**config.mk**
```make
export PLATFORM = sky130hd
export DESIGN_NAME = dmem_arbiter_flat
export DESIGN_NICKNAME = d
export VERILOG_FILES = /design/src/rtl/dmem_arbiter_pkg.sv /design/src/rtl/dmem_arbiter_if.sv /design/src/rtl/dmem_arbiter_starve_ctr.sv /design/src/rtl/dmem_arbiter.sv /design/src/flat_wrapper.sv
export SDC_FILE = /design/constraint.sdc
export NUM_CORES = 1
export LEC_CHECK = 0
export CORE_AREA = 2 2 114 116
export CTS_BUF_LIST = sky130_fd_sc_hd__clkbuf_2 sky130_fd_sc_hd__clkbuf_4 sky130_fd_sc_hd__clkbuf_8
export CTS_CLUSTER_DIAMETER = 150
export DETAILED_ROUTE_END_ITERATION = 7
export DIE_AREA = 0 0 116 118
export PLACE_DENSITY = 0.69
export SLEW_MARGIN = 15
export SYNTH_ARGS = -nofsm -noshare
export SYNTH_HDL_FRONTEND = slang
export SYNTH_SLANG_ARGS = --single-unit
```
**constraint.sdc**
```tcl
create_clock -name clk_i -period 4.07 [get_ports clk_i]
set_input_delay 0.407 -clock clk_i [delete_from_list [all_inputs] [get_ports clk_i]]
set_output_delay 0.407 -clock clk_i [all_outputs]
set_load 0.005 [all_outputs]
```
**src/rtl/dmem_arbiter_pkg.sv**
```systemverilog
// Shared types and constants for the data-memory arbiter.
package riscv_pkg;

  localparam int unsigned XLEN        = 32;
  localparam int unsigned BE_W        = 4;
  localparam int unsigned DMEM_ADDR_W = 11;

  // One word access as presented by a requester
  typedef struct packed {
    logic            we;
    logic [BE_W-1:0] be;
    logic [XLEN-1:0] addr;
    logic [XLEN-1:0] wdata;
  } dmem_req_t;

  typedef enum logic {
    OWN_CORE = 1'b0,
    OWN_EXT  = 1'b1
  } arb_owner_e;

endpackage

```
**src/rtl/dmem_arbiter_if.sv**
```systemverilog
// Requester-side and memory-side bundles for the data-memory arbiter.
interface dmem_port_if;
  import riscv_pkg::*;

  logic            req;
  logic            we;
  logic [BE_W-1:0] be;
  logic [XLEN-1:0] addr;
  logic [XLEN-1:0] wdata;
  logic            gnt;
  logic            rvalid;
  logic [XLEN-1:0] rdata;

  modport master (output req, we, be, addr, wdata, input gnt, rvalid, rdata);
  modport slave  (input req, we, be, addr, wdata, output gnt, rvalid, rdata);
endinterface

interface dmem_mem_if #(
  parameter int unsigned ADDR_W = riscv_pkg::DMEM_ADDR_W
);
  import riscv_pkg::*;

  logic              en;
  logic              we;
  logic [BE_W-1:0]   be;
  logic [ADDR_W-1:0] addr;
  logic [XLEN-1:0]   wdata;
  logic [XLEN-1:0]   rdata;

  modport master (output en, we, be, addr, wdata, input rdata);
  modport slave  (input en, we, be, addr, wdata, output rdata);
endinterface

```
**src/rtl/dmem_arbiter_starve_ctr.sv**
```systemverilog
// Saturating count of consecutive contended cycles lost by ext; raises the
// force flag once ext has lost MAX_STALL cycles in a row.
module dmem_arb_starve_ctr #(
  parameter int unsigned MAX_STALL = 4
) (
  input  logic clk_i,
  input  logic rstn_i,
  input  logic both_req,
  input  logic ext_req,
  input  logic ext_gnt,
  output logic force_c
);

  localparam int unsigned CNT_W = (MAX_STALL < 1) ? 1 : $clog2(MAX_STALL + 1);

  logic [CNT_W-1:0] cnt_q;
  logic [CNT_W-1:0] cnt_d;

  // Contended and not granted to ext means core won this cycle
  always_comb begin
    cnt_d = cnt_q;
    if (!ext_req || ext_gnt) begin
      cnt_d = '0;
    end else if (both_req && (cnt_q != CNT_W'(MAX_STALL))) begin
      cnt_d = cnt_q + CNT_W'(1);
    end
  end

  always_ff @(posedge clk_i or negedge rstn_i) begin
    if (!rstn_i) begin
      cnt_q <= '0;
    end else begin
      cnt_q <= cnt_d;
    end
  end

  assign force_c = (cnt_q == CNT_W'(MAX_STALL));

endmodule

```
**src/rtl/dmem_arbiter.sv**
```systemverilog
// Two-port arbiter for the single-port dmem: core has fixed priority, ext is
// protected by a starvation guard. Optional statistics under DMEM_ARB_STATS_EN.
module dmem_arbiter
  import riscv_pkg::*;
#(
  parameter int unsigned ADDR_W    = DMEM_ADDR_W,
  parameter int unsigned MAX_STALL = 4
) (
  input  logic        clk_i,
  input  logic        rstn_i,
  dmem_port_if.slave  core,
  dmem_port_if.slave  ext,
  dmem_mem_if.master  mem
`ifdef DMEM_ARB_STATS_EN
  ,
  output logic [31:0] conflict_cnt_o,
  output logic [31:0] forced_cnt_o
`endif
);

  logic       both_req;
  logic       force_ext;
  logic       any_gnt;
  arb_owner_e owner;
  dmem_req_t  core_pl;
  dmem_req_t  ext_pl;
  dmem_req_t  sel_pl;

  assign both_req = core.req & ext.req;

  // Core wins unless it is idle or ext has hit the stall limit
  always_comb begin
    owner = OWN_CORE;
    if (ext.req && (!core.req || force_ext)) begin
      owner = OWN_EXT;
    end
  end

  assign core.gnt = core.req & (owner == OWN_CORE);
  assign ext.gnt  = ext.req  & (owner == OWN_EXT);
  assign any_gnt  = core.gnt | ext.gnt;

  dmem_arb_starve_ctr #(
    .MAX_STALL (MAX_STALL)
  ) u_starve_ctr (
    .clk_i    (clk_i),
    .rstn_i   (rstn_i),
    .both_req (both_req),
    .ext_req  (ext.req),
    .ext_gnt  (ext.gnt),
    .force_c  (force_ext)
  );

  assign core_pl = '{we: core.we, be: core.be, addr: core.addr, wdata: core.wdata};
  assign ext_pl  = '{we: ext.we,  be: ext.be,  addr: ext.addr,  wdata: ext.wdata};
  assign sel_pl  = (owner == OWN_EXT) ? ext_pl : core_pl;

  // Memory side; upper address bits wrap on the array size
  assign mem.en    = any_gnt;
  assign mem.we    = any_gnt & sel_pl.we;
  assign mem.be    = any_gnt ? sel_pl.be : '0;
  assign mem.addr  = sel_pl.addr[ADDR_W-1:0];
  assign mem.wdata = sel_pl.wdata;

  logic unused_addr_hi;
  assign unused_addr_hi = ^sel_pl.addr[XLEN-1:ADDR_W];

  logic            core_pend_q;
  logic            ext_pend_q;
  logic [XLEN-1:0] core_rdata_q;
  logic [XLEN-1:0] ext_rdata_q;

  // Track which owner a load belongs to; hold last returned word per port
  always_ff @(posedge clk_i or negedge rstn_i) begin
    if (!rstn_i) begin
      core_pend_q  <= 1'b0;
      ext_pend_q   <= 1'b0;
      core_rdata_q <= '0;
      ext_rdata_q  <= '0;
    end else begin
      core_pend_q <= core.gnt & ~core.we;
      ext_pend_q  <= ext.gnt  & ~ext.we;
      if (core_pend_q) begin
        core_rdata_q <= mem.rdata;
      end
      if (ext_pend_q) begin
        ext_rdata_q <= mem.rdata;
      end
    end
  end

  assign core.rvalid = core_pend_q;
  assign ext.rvalid  = ext_pend_q;
  assign core.rdata  = core_pend_q ? mem.rdata : core_rdata_q;
  assign ext.rdata   = ext_pend_q  ? mem.rdata : ext_rdata_q;

`ifdef DMEM_ARB_STATS_EN
  // Forced grant: ext wins while core is also requesting
  always_ff @(posedge clk_i or negedge rstn_i) begin
    if (!rstn_i) begin
      conflict_cnt_o <= '0;
      forced_cnt_o   <= '0;
    end else begin
      if (both_req) begin
        conflict_cnt_o <= conflict_cnt_o + 32'd1;
      end
      if (ext.gnt && core.req) begin
        forced_cnt_o <= forced_cnt_o + 32'd1;
      end
    end
  end
`endif

endmodule
```
**src/flat_wrapper.sv**
```systemverilog
// flat-port wrapper written by rule: the top's interface ports become plain ports
module dmem_arbiter_flat import riscv_pkg::*;
#(
  parameter int unsigned ADDR_W    = DMEM_ADDR_W,
  parameter int unsigned MAX_STALL = 4
)
  (clk_i, rstn_i, core_req, core_we, core_be, core_addr, core_wdata, core_gnt, core_rvalid, core_rdata, ext_req, ext_we, ext_be, ext_addr, ext_wdata, ext_gnt, ext_rvalid, ext_rdata, mem_en, mem_we, mem_be, mem_addr, mem_wdata, mem_rdata);
  dmem_port_if core_i ();
  dmem_port_if ext_i ();
  dmem_mem_if #(.ADDR_W(ADDR_W)) mem_i ();
  input  logic clk_i;
  input  logic rstn_i;
  input wire logic [$bits(core_i.req)-1:0] core_req;
  input wire logic [$bits(core_i.we)-1:0] core_we;
  input wire logic [$bits(core_i.be)-1:0] core_be;
  input wire logic [$bits(core_i.addr)-1:0] core_addr;
  input wire logic [$bits(core_i.wdata)-1:0] core_wdata;
  output wire logic [$bits(core_i.gnt)-1:0] core_gnt;
  output wire logic [$bits(core_i.rvalid)-1:0] core_rvalid;
  output wire logic [$bits(core_i.rdata)-1:0] core_rdata;
  input wire logic [$bits(ext_i.req)-1:0] ext_req;
  input wire logic [$bits(ext_i.we)-1:0] ext_we;
  input wire logic [$bits(ext_i.be)-1:0] ext_be;
  input wire logic [$bits(ext_i.addr)-1:0] ext_addr;
  input wire logic [$bits(ext_i.wdata)-1:0] ext_wdata;
  output wire logic [$bits(ext_i.gnt)-1:0] ext_gnt;
  output wire logic [$bits(ext_i.rvalid)-1:0] ext_rvalid;
  output wire logic [$bits(ext_i.rdata)-1:0] ext_rdata;
  output wire logic [$bits(mem_i.en)-1:0] mem_en;
  output wire logic [$bits(mem_i.we)-1:0] mem_we;
  output wire logic [$bits(mem_i.be)-1:0] mem_be;
  output wire logic [$bits(mem_i.addr)-1:0] mem_addr;
  output wire logic [$bits(mem_i.wdata)-1:0] mem_wdata;
  input wire logic [$bits(mem_i.rdata)-1:0] mem_rdata;
  assign core_i.req = core_req;
  assign core_i.we = core_we;
  assign core_i.be = core_be;
  assign core_i.addr = core_addr;
  assign core_i.wdata = core_wdata;
  assign core_gnt = core_i.gnt;
  assign core_rvalid = core_i.rvalid;
  assign core_rdata = core_i.rdata;
  assign ext_i.req = ext_req;
  assign ext_i.we = ext_we;
  assign ext_i.be = ext_be;
  assign ext_i.addr = ext_addr;
  assign ext_i.wdata = ext_wdata;
  assign ext_gnt = ext_i.gnt;
  assign ext_rvalid = ext_i.rvalid;
  assign ext_rdata = ext_i.rdata;
  assign mem_en = mem_i.en;
  assign mem_we = mem_i.we;
  assign mem_be = mem_i.be;
  assign mem_addr = mem_i.addr;
  assign mem_wdata = mem_i.wdata;
  assign mem_i.rdata = mem_rdata;
  dmem_arbiter #(.ADDR_W(ADDR_W), .MAX_STALL(MAX_STALL)) u_core (.clk_i(clk_i), .rstn_i(rstn_i), .core(core_i), .ext(ext_i), .mem(mem_i));
endmodule
```
After elaboration in Yosys (flattened, before gate mapping)
Index checks and enable logic that the tools add are counted.
{"block": "op_classes", "multipliers": 0, "shifts": 0, "bitwise": 10, "muxes": 7, "eq_ne": 2, "n_div": 0, "reduce_logical": 7, "addsub": 1, "magnitude_cmp": 0}
{"operator": "$mux W69", "n": 1}
{"operator": "$mux W32", "n": 2}
{"operator": "$and A1 B1 Y1", "n": 6}
{"operator": "$mux W3", "n": 2}
{"operator": "$mux W4", "n": 1}
{"operator": "$add A3 B1 Y3 const B", "n": 1}
{"operator": "$eq A3 B3 Y1 const B", "n": 1}
{"operator": "$ne A3 B3 Y1 const B", "n": 1}
{"operator": "$not A1 Y1", "n": 3}
{"operator": "$logic_and A1 B1 Y1", "n": 2}
{"operator": "$logic_not A1 Y1", "n": 2}
{"operator": "$logic_or A1 B1 Y1", "n": 2}
{"operator": "$reduce_bool A2 Y1", "n": 1}
{"operator": "$mux W1", "n": 1}
{"operator": "$or A1 B1 Y1", "n": 1}
{"block": "word_totals", "latch_bits": 0, "memories": 0, "regBits": 69, "ram_bits": 0, "rom_bits": 0, "output_inout_bits": 117, "inputBits": 174, "word_cells": 32}

Depth between registers and ports, before layout
Gate-level depths: netlist of run 1.
{"block": "depth", "depth_word": 8, "ltp_mapped": 6, "ltp_nobuf": 6}

Modules after synthesis
A second synthesis of run 1 with hierarchy kept.
{"block": "hier_totals", "cells_unflattened": 216, "hier_area_um2": 3229.3}
{"module": "dmem_arbiter", "cells_each": 198, "n_inst": 1, "area_each_um2": 3026.7, "seq_area_each_um2": 1651.6}
{"module": "dmem_arb_starve_ctr", "cells_each": 18, "n_inst": 1, "area_each_um2": 202.7, "seq_area_each_um2": 75.1}

Worst setup path before layout of run 1
No wires, ideal clock.
{"block": "synth_timing", "path_type": "reg-to-output", "startpoint": "register u_core.u_starve_ctr.cnt_q[0]", "endpoint": "output mem_addr[0]", "slack_ns": 2.248, "path_buffers": 1, "stages_incl_launch_ff": 7, "arrival_time_ns": 1.415, "t_required_ns": 3.663, "cell_sequence": "dfrtp_1 inv_1 ha_1 a21bo_4 nand2_8 buf_12 mux2_4"}
{"block": "synth_between", "elab_chain_len": 5}
{"item": "from (decl)", "line_no": "dmem_arbiter_starve_ctr.sv:16", "text": "logic [CNT_W-1:0] cnt_q;"}
{"item": "from (signal assigned)", "line_no": "dmem_arbiter_starve_ctr.sv:33", "text": "cnt_q <= cnt_d;"}
{"item": "$eq A3 B3 Y1", "line_no": "dmem_arbiter_starve_ctr.sv:37", "text": "assign force_c = (cnt_q == CNT_W'(MAX_STALL));"}
{"item": "$logic_or A1 B1 Y1", "line_no": "dmem_arbiter.sv:34", "text": "if (ext.req && (!core.req || force_ext)) begin"}
{"item": "$logic_and A1 B1 Y1", "line_no": "dmem_arbiter.sv:34"}
{"item": "$mux W1", "line_no": "dmem_arbiter.sv:34"}
{"item": "$mux W69", "line_no": "dmem_arbiter.sv:56", "text": "assign sel_pl = (owner == OWN_EXT) ? ext_pl : core_pl;"}
{"item": "to (decl)", "line_no": "flat_wrapper.sv:32", "text": "output wire logic [$bits(mem_i.addr)-1:0] mem_addr;"}
No other way between the ends.

Worst setup path in the final report of run 1
{"block": "layout_timing", "startpoint": "register u_core.u_starve_ctr.cnt_q[0]", "endpoint": "output mem_be[3]"}
{"block": "layout_between", "elab_chain_len": 8, "elab_cells_between_ends": 10, "classes_between": "1 x eq/ne; 3 x mux; 4 x bitwise; 2 x reduce/logical"}
{"item": "$eq A3 B3 Y1 (*)", "line_no": "dmem_arbiter_starve_ctr.sv:37"}
{"item": "$logic_or A1 B1 Y1 (*)", "line_no": "dmem_arbiter.sv:34"}
{"item": "$logic_and A1 B1 Y1 (*)", "line_no": "dmem_arbiter.sv:34"}
{"item": "$mux W1 (*)", "line_no": "dmem_arbiter.sv:34"}
{"item": "$not A1 Y1", "line_no": "dmem_arbiter.sv:39", "text": "assign core.gnt = core.req & (owner == OWN_CORE);"}
{"item": "$and A1 B1 Y1", "line_no": "dmem_arbiter.sv:39"}
{"item": "$or A1 B1 Y1", "line_no": "dmem_arbiter.sv:41", "text": "assign any_gnt = core.gnt | ext.gnt;"}
{"item": "$mux W4 (*)", "line_no": "dmem_arbiter.sv:61", "text": "assign mem.be = any_gnt ? sel_pl.be : '0;"}
{"item": "to (decl)", "line_no": "flat_wrapper.sv:31", "text": "output wire logic [$bits(mem_i.be)-1:0] mem_be;"}
Every way passes the cells marked *; elsewhere a longest branch is shown, timed or not.

==> summary.txt, run 1 <==
status - finished, final reports clean
critical path data arrival time - 2530 ps
number of antenna violations at the first check in global routing - 0
Post-Syn Area per Cell - 15.9 um^2
Slew Viols, Final - 0
number of buffers inserted for hold repair after clock tree synthesis - 0
number of DRC markers in iteration 0 - 60
maximum number of pins on one net before global-route repair - 46
transition time at the pin with the least slew margin - 683 ps
height of the die - 118 um
Remaining DRCs - 0
Gate Count Post-Synth - 213
final weighted congestion in routability-driven placement - 0.784
endpoint kind of the worst setup timing path - primary output
wire length of the first global-routing pass - 15.7 mm
total power per unit cell area - 340 nW/um^2
number of CTS-inserted buffers - 9
number of fill cells - 1108
global route overflow - 0
highest attainable clock frequency - 340 MHz
Total Routing Usage GR - 15.3%
highest-count cells in the layout ignoring fill and taps - 247 x clkdlybuf4s50_1, 69 x dfrtp_1, 64 x mux2_2, 39 x mux2_4, 12 x clkbuf_8
multiplexer fraction of the synthesized cell area - 40.0%
path type of the worst setup path - reg2out
Worst setup SP type - register
headroom to the max-slew limit - 54.5%
peak supply drop - 131 uV
maximum capacitance violations - 0
post-synthesis compound-gate area fraction - 2.11%
nets in the synthesized netlist - 389
Core Box Area - 12400 um^2
IO Pins - 291
total count of hold-check failures in the final report - 0
# H-tree levels - 3
post_cts resized - 0
area growth from synthesis to final layout - 83.0%
sequential cell area fraction in the yosys report - 51.1%
parity-gate share of the synthesized area counting xor and xnor cells - 0%
leading cell type in the layout, fill and taps excluded - clkdlybuf4s50_1
clock latency reported for the late side of the worst-skew pair - 340 ps
unrepaired setup endpoints after global routing - false
number of setup violations in the final report - 0
clock skew after layout - 8.58 ps
number of buffers inserted by post-CTS setup repair - 0
number of clock sinks seen by CTS - 69
shortest period the worst path allows - 2940 ps
sequential cell area - 1730 um^2
remaining number of nets flagged by the antenna check after routing - 0
summed instance area of the synthesized netlist - 3380 um^2
initial standard-cell utilization of the core - 27.2%
highest net fanout along the worst path - 45
first-pass iteration count of the detailed router - 3
Critical Path RT - 3660 ps
fraction of the cycle the final worst path needs - 72.2%
share of synthesized cell area in and, or, nand and nor gates - 2.11%
post-synthesis sequential element count - 69
CTS root buffer - clkbuf_8
vias in the first global route - 2850
post-detailed-routing wire length - 10.7 mm
buffer depth of the longest clock path - 2
placement row count - 41
via count of the routed design - 2687
Die W - 116 um
area of combinational cells with multiple inputs - 1520 um^2
Clock Pin Slew Worst Setup and Hold Paths - 70 ps
TritonCTS clock tree - built
aggregate negative setup slack - 0 ps
synthesized-area fraction occupied by adder cells - 0.740%
net count reported at finish - 639
Final Util - 49.8%
layout cell share with drive strength beyond 1 - 27.0%
diode count - 0
number of different library cells in the post-synthesis netlist - 21
type of the worst min-delay path - in2async
number of warnings issued by yosys - 0
detailed placer's ending HPWL - 8.80 mm
Leakage - 2.60 nW
floorplan die area - 13700 um^2
DR vias/cell - 4.21
final routed wire length divided by cell count - 16.7 um
count of input and output buffers - 248
largest family of logic cells by synthesized area - multiplexers
cells in the mapped netlist, drive strengths merged:
cell / number / share of area (%)
inv: 5 / 0.55
mux2: 107 / 40
nor2: 2 / 0.22
ha: 2 / 0.74
a31oi: 1 / 0.19
nand2: 3 / 0.81
or2: 1 / 0.19
a22o: 5 / 1.3
a21bo: 1 / 0.48
nor2b: 1 / 0.19
buf: 10 / 3.3
nor3b: 2 / 0.44
dfrtp: 69 / 51
clkbuf: 2 / 0.22
and4: 1 / 0.26
a21oi: 1 / 0.15
cell families (layout without fill, tap and decap cells):
group / count (synthesis) / in the layout
mux: 107 / 107
flops: 69 / 69
buf+inv: 17 / 271
simple gates: 10 / 10
compound gates: 8 / 8
fa+ha+maj: 2 / 2
registers in the layout (all words and copies together) (netlist names):
signal / flops
u_core.ext_rdata_q: 32
u_core.core_rdata_q: 32
u_core.core.rvalid: 1
u_core.u_starve_ctr.cnt_q: 3
u_core.ext.rvalid: 1
power by group:
part	internal [mW]	total [mW]	switching [mW]
clock network	0.330	0.575	0.245
logic	0.492	0.709	0.217
registers	0.793	0.821	0.0283
total	1.61	2.10	0.490
routing by layer:
| layer | up-vias | share of wire, % | routed length (um) | GRT usage, % |
|---|---|---|---|---|
| li1 | 1258 | - | - | - |
| met1 | 1275 | 35 | 3750 | 15.2 |
| met2 | 139 | 52 | 5570 | 27.6 |
| met3 | 15 | 10 | 1110 | 6.28 |
| met4 | 0 | 2.3 | 240 | 6.62 |
| met5 | - | 0 | 0 | 0 |
worst paths after layout:
| check | from | endpoint | cells after the start | slack (ps) |
|---|---|---|---|---|
| max in group asynchronous | rstn_i | u_core.ext_rdata_q[20] | 2 | 2990 |
| hold reg to reg | u_core.u_starve_ctr.cnt_q[0] | u_core.u_starve_ctr.cnt_q[0] | 1 | 470 |
| min in group clk_i | u_core.u_starve_ctr.cnt_q[0] | u_core.u_starve_ctr.cnt_q[0] | 1 | 470 |
| hold / removal | rstn_i | u_core.ext_rdata_q[23] | 1 | 100 |
| setup reg to reg | u_core.ext.rvalid | u_core.ext_rdata_q[15] | 2 | 2440 |
| setup / recovery | u_core.u_starve_ctr.cnt_q[0] | mem_be[3] | 7 | 1130 |
critical path: stages (launching register included):
cell and delay [ps]:
dfrtp_1 380, inv_1 50, ha_1 240, a21bo_4 240, nand2_8 350, inv_2 130, a22o_1 270, clkdlybuf4s50_1 510
per-stage QoR:
step,setup WS (ps),cell area [um^2],hold slack (ps),power (mW),instances
after floorplan,2250,3380,111,1.07,213
after global placement,1180,5980,452,1.54,624
after detailed placement,1160,5980,464,1.56,624
after CTS,1100,6190,105,2.14,639
after global routing,990,6190,143,2.21,639
final,1130,6190,95.5,2.10,639
cell type report:
type / instances / area share [%]
repair buffers: 251 / 40.4
flip-flops and latches: 69 / 27.9
multi-input cells: 127 / 24.5
well taps: 172 / 3.48
clock buffers: 12 / 2.67
clock inverters: 3 / 0.708
inverters: 5 / 0.303
Power figures use the tool's default switching activity.
==> run 2, diff against run 1 <==
==> constraint.sdc (replaced) <==
create_clock -name clk_i -period 3.05 [get_ports clk_i]
set_input_delay 0.305 -clock clk_i [delete_from_list [all_inputs] [get_ports clk_i]]
set_output_delay 0.305 -clock clk_i [all_outputs]
set_load 0.005 [all_outputs]
==> summary.txt, run 2 (synthesized netlist as in run 1, its figures left out) <==
smallest hold slack - 45.6 ps (was 95.5 ps)
number of buffers inserted for hold repair after clock tree synthesis - 0 (unchanged)
total power per unit cell area - 447 nW/um^2 (was 340 nW/um^2)
final weighted congestion in routability-driven placement - 0.830 (was 0.784)
Leakage - 2.61 nW (was 2.60 nW)
DR vias/cell - 4.21 (about the same)
fraction of the cycle the final worst path needs - 93.0%
vias in the first global route - 2919 (was 2850)
registers with the most flip-flops - u_core.core_rdata_q: 32 flops, u_core.ext_rdata_q: 32 flops, u_core.u_starve_ctr.cnt_q: 3 flops (unchanged)
Worst setup SP type - register (unchanged)
clock skew after layout - 9.25 ps (was 8.58 ps)
diode count - 0 (unchanged)
R2R depth - 5 (was 2)
highest-count cells in the layout ignoring fill and taps - 247 x clkdlybuf4s50_1, 69 x dfrtp_1, 64 x mux2_2, 39 x mux2_4, 10 x clkbuf_8 (was 247 x clkdlybuf4s50_1, 69 x dfrtp_1, 64 x mux2_2, 39 x mux2_4, 12 x clkbuf_8)
placed cell area - 6020 um^2 (was 5980 um^2)
number of CTS-inserted buffers - 9 (unchanged)
total power after layout - 2.78 mW (was 2.10 mW)
highest net fanout along the worst path - 45 (unchanged)
detailed placer's ending HPWL - 8.85 mm (was 8.80 mm)
type of the worst min-delay path - in2async (unchanged)
transition time at the pin with the least slew margin - 788 ps (was 683 ps)
Die W - 116 um (unchanged)
reg2reg setup slack - 1560 ps (was 2440 ps)
total count of hold-check failures in the final report - 0 (unchanged)
shortest period the worst path allows - 2840 ps
global route overflow - 0 (unchanged)
endpoint kind of the worst setup timing path - primary output (unchanged)
height of the die - 118 um (unchanged)
wire length of the first global-routing pass - 15.8 mm (was 15.7 mm)
TritonCTS clock tree - built (unchanged)
via count of the routed design - 2699 (was 2687)
number of clock sinks seen by CTS - 69 (unchanged)
Remaining DRCs - 0 (unchanged)
maximum number of pins on one net before global-route repair - 46 (unchanged)
Core Box Area - 12400 um^2 (unchanged)
status - finished, final reports clean (unchanged)
buffer depth of the longest clock path - 2 (unchanged)
layout cell share with drive strength beyond 1 - 27.3% (was 27.0%)
Reg-to-Reg End - u_core.ext.rvalid (was u_core.ext_rdata_q[15])
number of antenna violations at the first check in global routing - 0 (unchanged)
Total Routing Usage GR - 15.4% (was 15.3%)
number of buffers inserted by post-CTS setup repair - 0 (unchanged)
count of input and output buffers - 248 (unchanged)
Critical Path RT - 2740 ps (was 3660 ps)
leading cell type in the layout, fill and taps excluded - clkdlybuf4s50_1 (unchanged)
IO Pins - 291 (unchanged)
area growth from synthesis to final layout - 84.1% (was 83.0%)
Clock Pin Slew Worst Setup and Hold Paths - 70 ps (about the same)
path type of the worst setup path - reg2out (unchanged)
peak supply drop - 207 uV (was 131 uV)
maximum capacitance violations - 0 (unchanged)
post_cts resized - 0 (unchanged)
highest attainable clock frequency - 352 MHz
number of DRC markers in iteration 0 - 127 (was 60)
aggregate negative setup slack - 0 ps (unchanged)
floorplan die area - 13700 um^2 (unchanged)
unrepaired setup endpoints after global routing - false (unchanged)
number of setup violations in the final report - 0 (unchanged)
headroom to the max-slew limit - 47.5% (was 54.5%)
remaining number of nets flagged by the antenna check after routing - 0 (unchanged)
post-detailed-routing wire length - 10.7 mm (about the same)
# H-tree levels - 3 (unchanged)
cell area after layout - 6220 um^2 (was 6190 um^2)
first-pass iteration count of the detailed router - 4 (was 3)
net count reported at finish - 640 (was 639)
Slew Viols, Final - 0 (unchanged)
critical path data arrival time - 2530 ps (about the same)
start of the worst register-to-register path - u_core.u_starve_ctr.cnt_q[0] (was u_core.ext.rvalid)
final routed wire length divided by cell count - 16.7 um (about the same)
initial standard-cell utilization of the core - 27.2% (unchanged)
CTS root buffer - clkbuf_8 (unchanged)
Final Util - 50.1% (was 49.8%)
clock latency reported for the late side of the worst-skew pair - 330 ps (was 340 ps)
placement row count - 41 (unchanged)
-- run 2: changes by cell type in the layout (fill, tap and decap cells not counted), sizes merged --
| cell | change |
|---|---|
| buf | +1 |
| clkinvlp | +1 |
-- run 2: worst max-delay path by stage --
| stage | endpoint | cells past startpoint | startpoint |
|---|---|---|---|
| finish | mem_be[2] | 7 | u_core.u_starve_ctr.cnt_q[0] |
| global route | mem_be[2] | 7 | u_core.u_starve_ctr.cnt_q[0] |
| CTS | mem_be[1] | 7 | u_core.u_starve_ctr.cnt_q[0] |
| detailed placement | mem_be[1] | 6 | core_req |
| global placement | mem_be[2] | 6 | core_req |
| floorplan | mem_addr[0] | 6 | u_core.u_starve_ctr.cnt_q[0] |
-- run 2: worst max-delay path, stage by stage, from the launching register on --
cell and delay, ps:
dfrtp_1 380, inv_1 50, ha_1 240, a21bo_4 250, nand2_8 350, inv_2 140, a22o_1 270, clkdlybuf4s50_1 500
-- run 2: through the flow --
step / setup WS, ps / cells
floorplan: 1330 / 213
global placement: 375 / 625
detailed placement: 345 / 625
CTS: 173 / 641
global route: 62.8 / 641
finish: 213 / 641
-- run 2: final cells by class --
type / instances / area [um^2]
Fill cell: 1133 / 6190
Timing Repair Buffer: 252 / 2540
Sequential cell: 69 / 1730
Multi-Input combinational cell: 127 / 1520
Tap cell: 172 / 215
Clock buffer: 12 / 153
Clock inverter: 4 / 47.5
Inverter: 5 / 18.8
-- run 2: routing by layer --
layer | GRT usage (%) | part of all wire (%)
met5 | 0 | 0
met4 | 6.32 | 2.1
met3 | 5.72 | 8.8
met2 | 27.7 | 52
met1 | 15.8 | 37
-- run 2: where the power goes --
group | leakage [nW] | internal (mW) | switching (mW) | total, mW
Combinational | 1.69 | 0.662 | 0.290 | 0.952
Clock | 0.103 | 0.416 | 0.320 | 0.736
Sequential | 0.821 | 1.06 | 0.0374 | 1.09
Total | 2.61 | 2.14 | 0.647 | 2.78
